`config.mk`:
```
export PLATFORM = sky130hd
export DESIGN_NAME = regfile_mp
export DESIGN_NICKNAME = d
export VERILOG_FILES = /design/src/rtl/regfile_pkg.sv /design/src/rtl/regfile_scoreboard.sv /design/src/rtl/regfile_mp.sv
export SDC_FILE = /design/constraint.sdc
export NUM_CORES = 1
export LEC_CHECK = 0
export BUFFER_PORTS_ARGS = -buffer_cell sky130_fd_sc_hd__buf_4
export CAP_MARGIN = 30
export CELL_PAD_IN_SITES_DETAIL_PLACEMENT = 1
export CELL_PAD_IN_SITES_GLOBAL_PLACEMENT = 1
export CORE_UTILIZATION = 40
export CTS_CLUSTER_DIAMETER = 200
export DETAILED_ROUTE_END_ITERATION = 10
export GPL_TIMING_DRIVEN = 0
export PLACE_DENSITY = 0.7
export SLEW_MARGIN = 40
export SYNTH_ARGS = -nofsm -noshare
export SYNTH_HDL_FRONTEND = slang
export SYNTH_SLANG_ARGS = --single-unit
```
`constraint.sdc`:
```
create_clock -name CLK -period 4.5 [get_ports CLK]
set_input_delay 0.45 -clock CLK [delete_from_list [all_inputs] [get_ports CLK]]
set_output_delay 0.45 -clock CLK [all_outputs]
set_load 0.02 [all_outputs]
```
`src/rtl/regfile_pkg.sv`:
```
// rtl/regfile_pkg.sv - shared types and defaults for the multi-port register file
package regfile_pkg;

    typedef enum logic {
        INIT = 1'b0,
        RUN  = 1'b1
    } state_t;

    localparam int DEF_XLEN = 32;
    localparam int DEF_XCNT = 32;

    typedef logic [$clog2(DEF_XCNT)-1:0] reg_idx_t;

endpackage

```
`src/rtl/regfile_scoreboard.sv`:
```
// rtl/regfile_scoreboard.sv - per-register busy bits; a set in the same cycle as a clear wins
module regfile_scoreboard #(
    parameter  int XCNT = 32,
    parameter  int NWR  = 1,
    localparam int AW   = $clog2(XCNT)
) (
    input  logic                    CLK,
    input  logic                    RSTN,
    input  logic                    i_set_en,
    input  logic [AW-1:0]           i_set_idx,
    input  logic [NWR-1:0]          i_clr_en,
    input  logic [NWR-1:0][AW-1:0]  i_clr_idx,
    output logic [XCNT-1:0]         o_busy
);

    logic [XCNT-1:0] r_busy;

    // Set is applied after the clears so it overrides a same-cycle write.
    always_ff @(posedge CLK) begin
        if (!RSTN) begin
            r_busy <= '0;
        end else begin
            for (int w = 0; w < NWR; w++) begin
                if (i_clr_en[w]) begin
                    r_busy[i_clr_idx[w]] <= 1'b0;
                end
            end
            if (i_set_en && (i_set_idx != '0)) begin
                r_busy[i_set_idx] <= 1'b1;
            end
        end
    end

    assign o_busy = r_busy;

endmodule

```
`src/rtl/regfile_mp.sv`:
```
// rtl/regfile_mp.sv - multi-port register file with busy scoreboard; REGFILE_BYPASS_EN enables write-first forwarding
module regfile_mp
    import regfile_pkg::*;
#(
    parameter  int XLEN = DEF_XLEN,
    parameter  int XCNT = DEF_XCNT,
    parameter  int NRD  = 2,
    parameter  int NWR  = 1,
    localparam int AW   = $clog2(XCNT)
) (
    input  logic                     CLK,
    input  logic                     RSTN,
    input  logic [NRD-1:0]           RD_VALID,
    input  logic [NRD-1:0][AW-1:0]   RD_IDX,
    output logic [NRD-1:0]           RD_READY,
    output logic [NRD-1:0]           RD_RESP,
    output logic [NRD-1:0][XLEN-1:0] RD_DATA,
    input  logic [NWR-1:0]           WR_VALID,
    input  logic [NWR-1:0][AW-1:0]   WR_IDX,
    input  logic [NWR-1:0][XLEN-1:0] WR_DATA,
    output logic                     WR_READY,
    input  logic                     SB_SET,
    input  logic [AW-1:0]            SB_IDX,
    output logic [XCNT-1:0]          BUSY
);

    state_t                   r_state;
    state_t                   w_state_next;
    logic                     w_run;
    logic [AW-1:0]            r_init_cnt;
    logic [XLEN-1:0]          r_regs [XCNT];
    logic [NRD-1:0]           r_rd_resp;
    logic [NRD-1:0][XLEN-1:0] r_rd_data;
    logic [NRD-1:0][XLEN-1:0] w_rd_val;
    logic [NRD-1:0]           w_rd_hit;
    logic [NRD-1:0]           w_rd_ready;
    logic [NRD-1:0]           w_rd_fire;
    logic [NWR-1:0]           w_wr_fire;
    logic [XCNT-1:0]          w_busy;

    always_ff @(posedge CLK) begin
        if (!RSTN) begin
            r_state <= INIT;
        end else begin
            r_state <= w_state_next;
        end
    end

    always_comb begin
        w_state_next = r_state;
        w_run        = 1'b0;
        case (r_state)
            INIT: begin
                if (r_init_cnt == AW'(XCNT - 1)) begin
                    w_state_next = RUN;
                end
            end
            RUN: begin
                w_run = 1'b1;
            end
            default: begin
                w_state_next = INIT;
            end
        endcase
    end

    always_ff @(posedge CLK) begin
        if (!RSTN) begin
            r_init_cnt <= '0;
        end else if (r_state == INIT) begin
            r_init_cnt <= r_init_cnt + AW'(1);
        end
    end

    // Writes to index 0 never fire, which keeps x0 hard-wired to zero.
    always_comb begin
        w_wr_fire = '0;
        for (int w = 0; w < NWR; w++) begin
            w_wr_fire[w] = WR_VALID[w] && w_run && (WR_IDX[w] != '0);
        end
    end

    // Storage has no reset; INIT sweeps every entry to zero instead.
    always_ff @(posedge CLK) begin
        if (r_state == INIT) begin
            r_regs[r_init_cnt] <= '0;
        end else begin
            for (int w = 0; w < NWR; w++) begin
                if (w_wr_fire[w]) begin
                    r_regs[WR_IDX[w]] <= WR_DATA[w];
                end
            end
        end
    end

    always_comb begin
        w_rd_val   = '0;
        w_rd_hit   = '0;
        w_rd_ready = '0;
        w_rd_fire  = '0;
        for (int c = 0; c < NRD; c++) begin
            w_rd_val[c] = (RD_IDX[c] == '0) ? '0 : r_regs[RD_IDX[c]];
`ifdef REGFILE_BYPASS_EN
            // Later write channels override earlier ones, matching storage precedence.
            for (int w = 0; w < NWR; w++) begin
                if (w_wr_fire[w] && (WR_IDX[w] == RD_IDX[c])) begin
                    w_rd_val[c] = WR_DATA[w];
                    w_rd_hit[c] = 1'b1;
                end
            end
`endif
            w_rd_ready[c] = w_run && ((RD_IDX[c] == '0) || !w_busy[RD_IDX[c]] || w_rd_hit[c]);
            w_rd_fire[c]  = RD_VALID[c] && w_rd_ready[c];
        end
    end

    always_ff @(posedge CLK) begin
        if (!RSTN) begin
            r_rd_resp <= '0;
            r_rd_data <= '0;
        end else begin
            r_rd_resp <= w_rd_fire;
            for (int c = 0; c < NRD; c++) begin
                if (w_rd_fire[c]) begin
                    r_rd_data[c] <= w_rd_val[c];
                end
            end
        end
    end

    regfile_scoreboard #(
        .XCNT (XCNT),
        .NWR  (NWR)
    ) u_scoreboard (
        .CLK       (CLK),
        .RSTN      (RSTN),
        .i_set_en  (SB_SET && w_run),
        .i_set_idx (SB_IDX),
        .i_clr_en  (w_wr_fire),
        .i_clr_idx (WR_IDX),
        .o_busy    (w_busy)
    );

    assign RD_READY = w_rd_ready;
    assign WR_READY = w_run;
    assign RD_RESP  = r_rd_resp;
    assign RD_DATA  = r_rd_data;
    assign BUSY     = w_busy;

endmodule

```
==> results.md <==
- Power per cell area: between 300 and 400 mW/mm²
- Post-cts repair resize count: 0
- Placed Cells: 5321
- Initial Util: approximately two fifths
- Fraction of layout instances using a drive strength above 1: 34.5%
- Setup Viol. Count Final: 0
- Cell accounting for the most synthesized area: edfxtp_1
- Slew headroom: 35.1%
- Synth top area share: 58.6%
- Clock sink count: 1128
- Fin crit period: 3.61 ns
- Vias: 38100
- Post-synthesis sequential area ratio: 62.5%
- Chip height: 364 µm
- Number of synthesized register bits: 1128
- Final Instance Count excl. Fillers: roughly 5600
- Data arrival time of the critical path: between 4 and 5 ns
- Final #Nets: 3759
- Async set-reset flop share out of synthesis: 0%
- Crit Path Class: primary input to flop
- Vias in the first global route: 37800
- Max Clk Rate: 277 MHz
- CP required: 5.11 ns
- Post-synthesis net count: approximately 3400
- DR WL/cell: 41.0 µm
- DP HPWL: 162000 µm
- Core area: 0.130 mm²
- CTS Buf Count: 118
- Antenna Nets Post-Route: 0
- R2r setup slk: 1.16 ns
- Hold WC Path Type: primary input to flop
- RR Startpoint: r_state
- Final worst-path cycle share: 80.3%
- Global-route wire length before repair: 307000 µm
- RePlAce Congestion: 0.952
- Clock skew: about 0.022 ns
- Worst skew pair latency: 0.75 ns
- Outcome: completed
- EDFF count, synth: 1024
- Actual slew at the worst max-slew pin: 0.973 ns
- Maximum vdd drop: approximately 0.00032 V
- Worst setup path start: RD_IDX[6]
- Maxcap violations: 0
- Netlist Area Pre-Place: 0.0525 mm²
- I/O Buffers: 147
- Cell variety after synth: 64
- Initial DRC count: 6481
- H-Tree Depth: 3
- Cell leakage power: 19.6 nW
- Hold_ws: between 0.04 and 0.05 ns
- Unrepaired setup endpoints after global routing: no
- Largest cells by area after synthesis: edfxtp_1, mux4_2, mux2_2, dfxtp_1, mux2i_1
- Max FO, Critical Path: 10
- Ports: 159
- Clk buf depth: 3
- Yosys warning count: 0
- Drt first pass iters: 6
- Clk pin slew, worst setup/hold paths: 0.06 ns
- FP Rows: 132
- Hold_sp: SB_IDX[0]
- Grt ovf: 0
- Post-Synthesis Cells: 3323
- Setup repair bufs after CTS: 0
- Via-per-instance ratio: 6.87
- Die width: 364 µm
- Pin count of the biggest net entering global routing: 33
- Critical Path Start Type: primary input
- Synth Flop Type: edfxtp_1
- Final routed DRC violation total: 0
- Setup TNS: 0 ns
- Total GRT Usage: roughly a third
- Worst setup EP type: flop
- Total die area: 0.133 mm²
- CTS Hold Bufs: 0
- Detailed Route WL: 228000 µm
- Final hold vios: 0
- CTS root buffer: clkbuf_16
- Initial antenna violation count: 8
- Synthesized area per cell: approximately 16 µm²
- Slew Limit Fails: 0
- Layout area overhead: 19.0%
- CTS tree: built
layout by cell type, fill, tap and decap left out, types with 68 or more instances in the layout:
| cell | instances |
|---|---|
| clkbuf_16 | 118 |
| dfxtp_1 | 104 |
| o22ai_1 | 195 |
| nor2_1 | 139 |
| mux2_2 | 321 |
| nand2_1 | 133 |
| edfxtp_1 | 1024 |
| nor2b_1 | 85 |
| mux4_2 | 277 |
| buf_2 | 109 |
| mux2i_1 | 205 |
| buf_4 | 174 |
| nor4_1 | 72 |
| nand3_1 | 68 |
| clkbuf_1 | 83 |
state kept, by name (all words and copies together), names as in the netlist:
signal and count:
u_scoreboard.o_busy 32, RD_RESP 2, RD_DATA 64, r_regs 1024, r_init_cnt 5, r_state 1
area by class of cell:
type / instances / area [µm²]
Buffer: 249 / 1290
Timing Repair Buffer: 256 / 3540
Inverter: 12 / 45.0
Antenna cell: 6 / 15.0
Tap cell: 1742 / 2180
Clock inverter: 61 / 549
Clock buffer: 165 / 3230
Sequential cell: 1128 / 32800
Multi-Input combinational cell: 1934 / 18800
Fill cell: 12600 / 67300
through the flow:
step                utilization [%]  power (mW)  setup WS [ns]  area, µm²
floorplan                         -        12.6           1.11      52500
global placement               43.0        13.4          -2.57      55800
detailed placement             45.2        13.5          0.407      58700
CTS                            48.1        23.1           1.07      62500
global route                   48.1        23.5          0.875      62500
finish                         48.2        23.2          0.888      62500
final timing paths:
check | to | cells after the start
max | RD_DATA[33] | 10
min reg2reg | RD_DATA[53] | 2
max reg2reg | r_regs[19][16] | 9
min | u_scoreboard.o_busy[14] | 4
report_power, final:
part / internal, mW / switching [mW] / leakage (nW) / total (mW)
Sequential: 11.4 / 0.0525 / 9.26 / 11.4
Clock: 5.46 / 4.34 / 1.86 / 9.81
Combinational: 0.657 / 1.30 / 8.48 / 1.96
Total: 17.5 / 5.70 / 19.6 / 23.2
cells in the mapped netlist, drive strengths merged, types with 74 or more instances:
cell	n
nor2b	86
edfxtp	1024
dfxtp	104
nand2	133
clkbuf	100
o22ai	195
buf	149
nor4	74
mux4	277
nor2	173
mux2	321
mux2i	205
cells by family after synthesis:
family          count (synthesis)  synth area share [%]
flops                        1128                  62.5
mux                           803                  22.7
simple gates                  651                  6.30
compound gates                476                  6.04
buf+inv                       261                  2.38
xor+xnor                        2                0.0334
fa+ha+maj                       2                0.0476
critical path, stage by stage:
cell and delay [ns]:
buf_4 0.17, buf_2 0.41, buf_2 0.54, buf_2 0.64
nand4b_1 0.55, clkbuf_2 0.64, o22ai_1 0.37, nor2_1 0.08
nand3_1 0.22, mux2i_1 0.11
per-layer routing:
metal	vias to the layer above	GRT usage, %	share of wire (%)
li1	14300	-	-
met4	4	19.7	6.7
met2	3185	51.3	44
met1	19900	43.6	36
met5	-	0	0.010
met3	763	9.81	13
No activity file was read; power rests on OpenSTA's default activity.
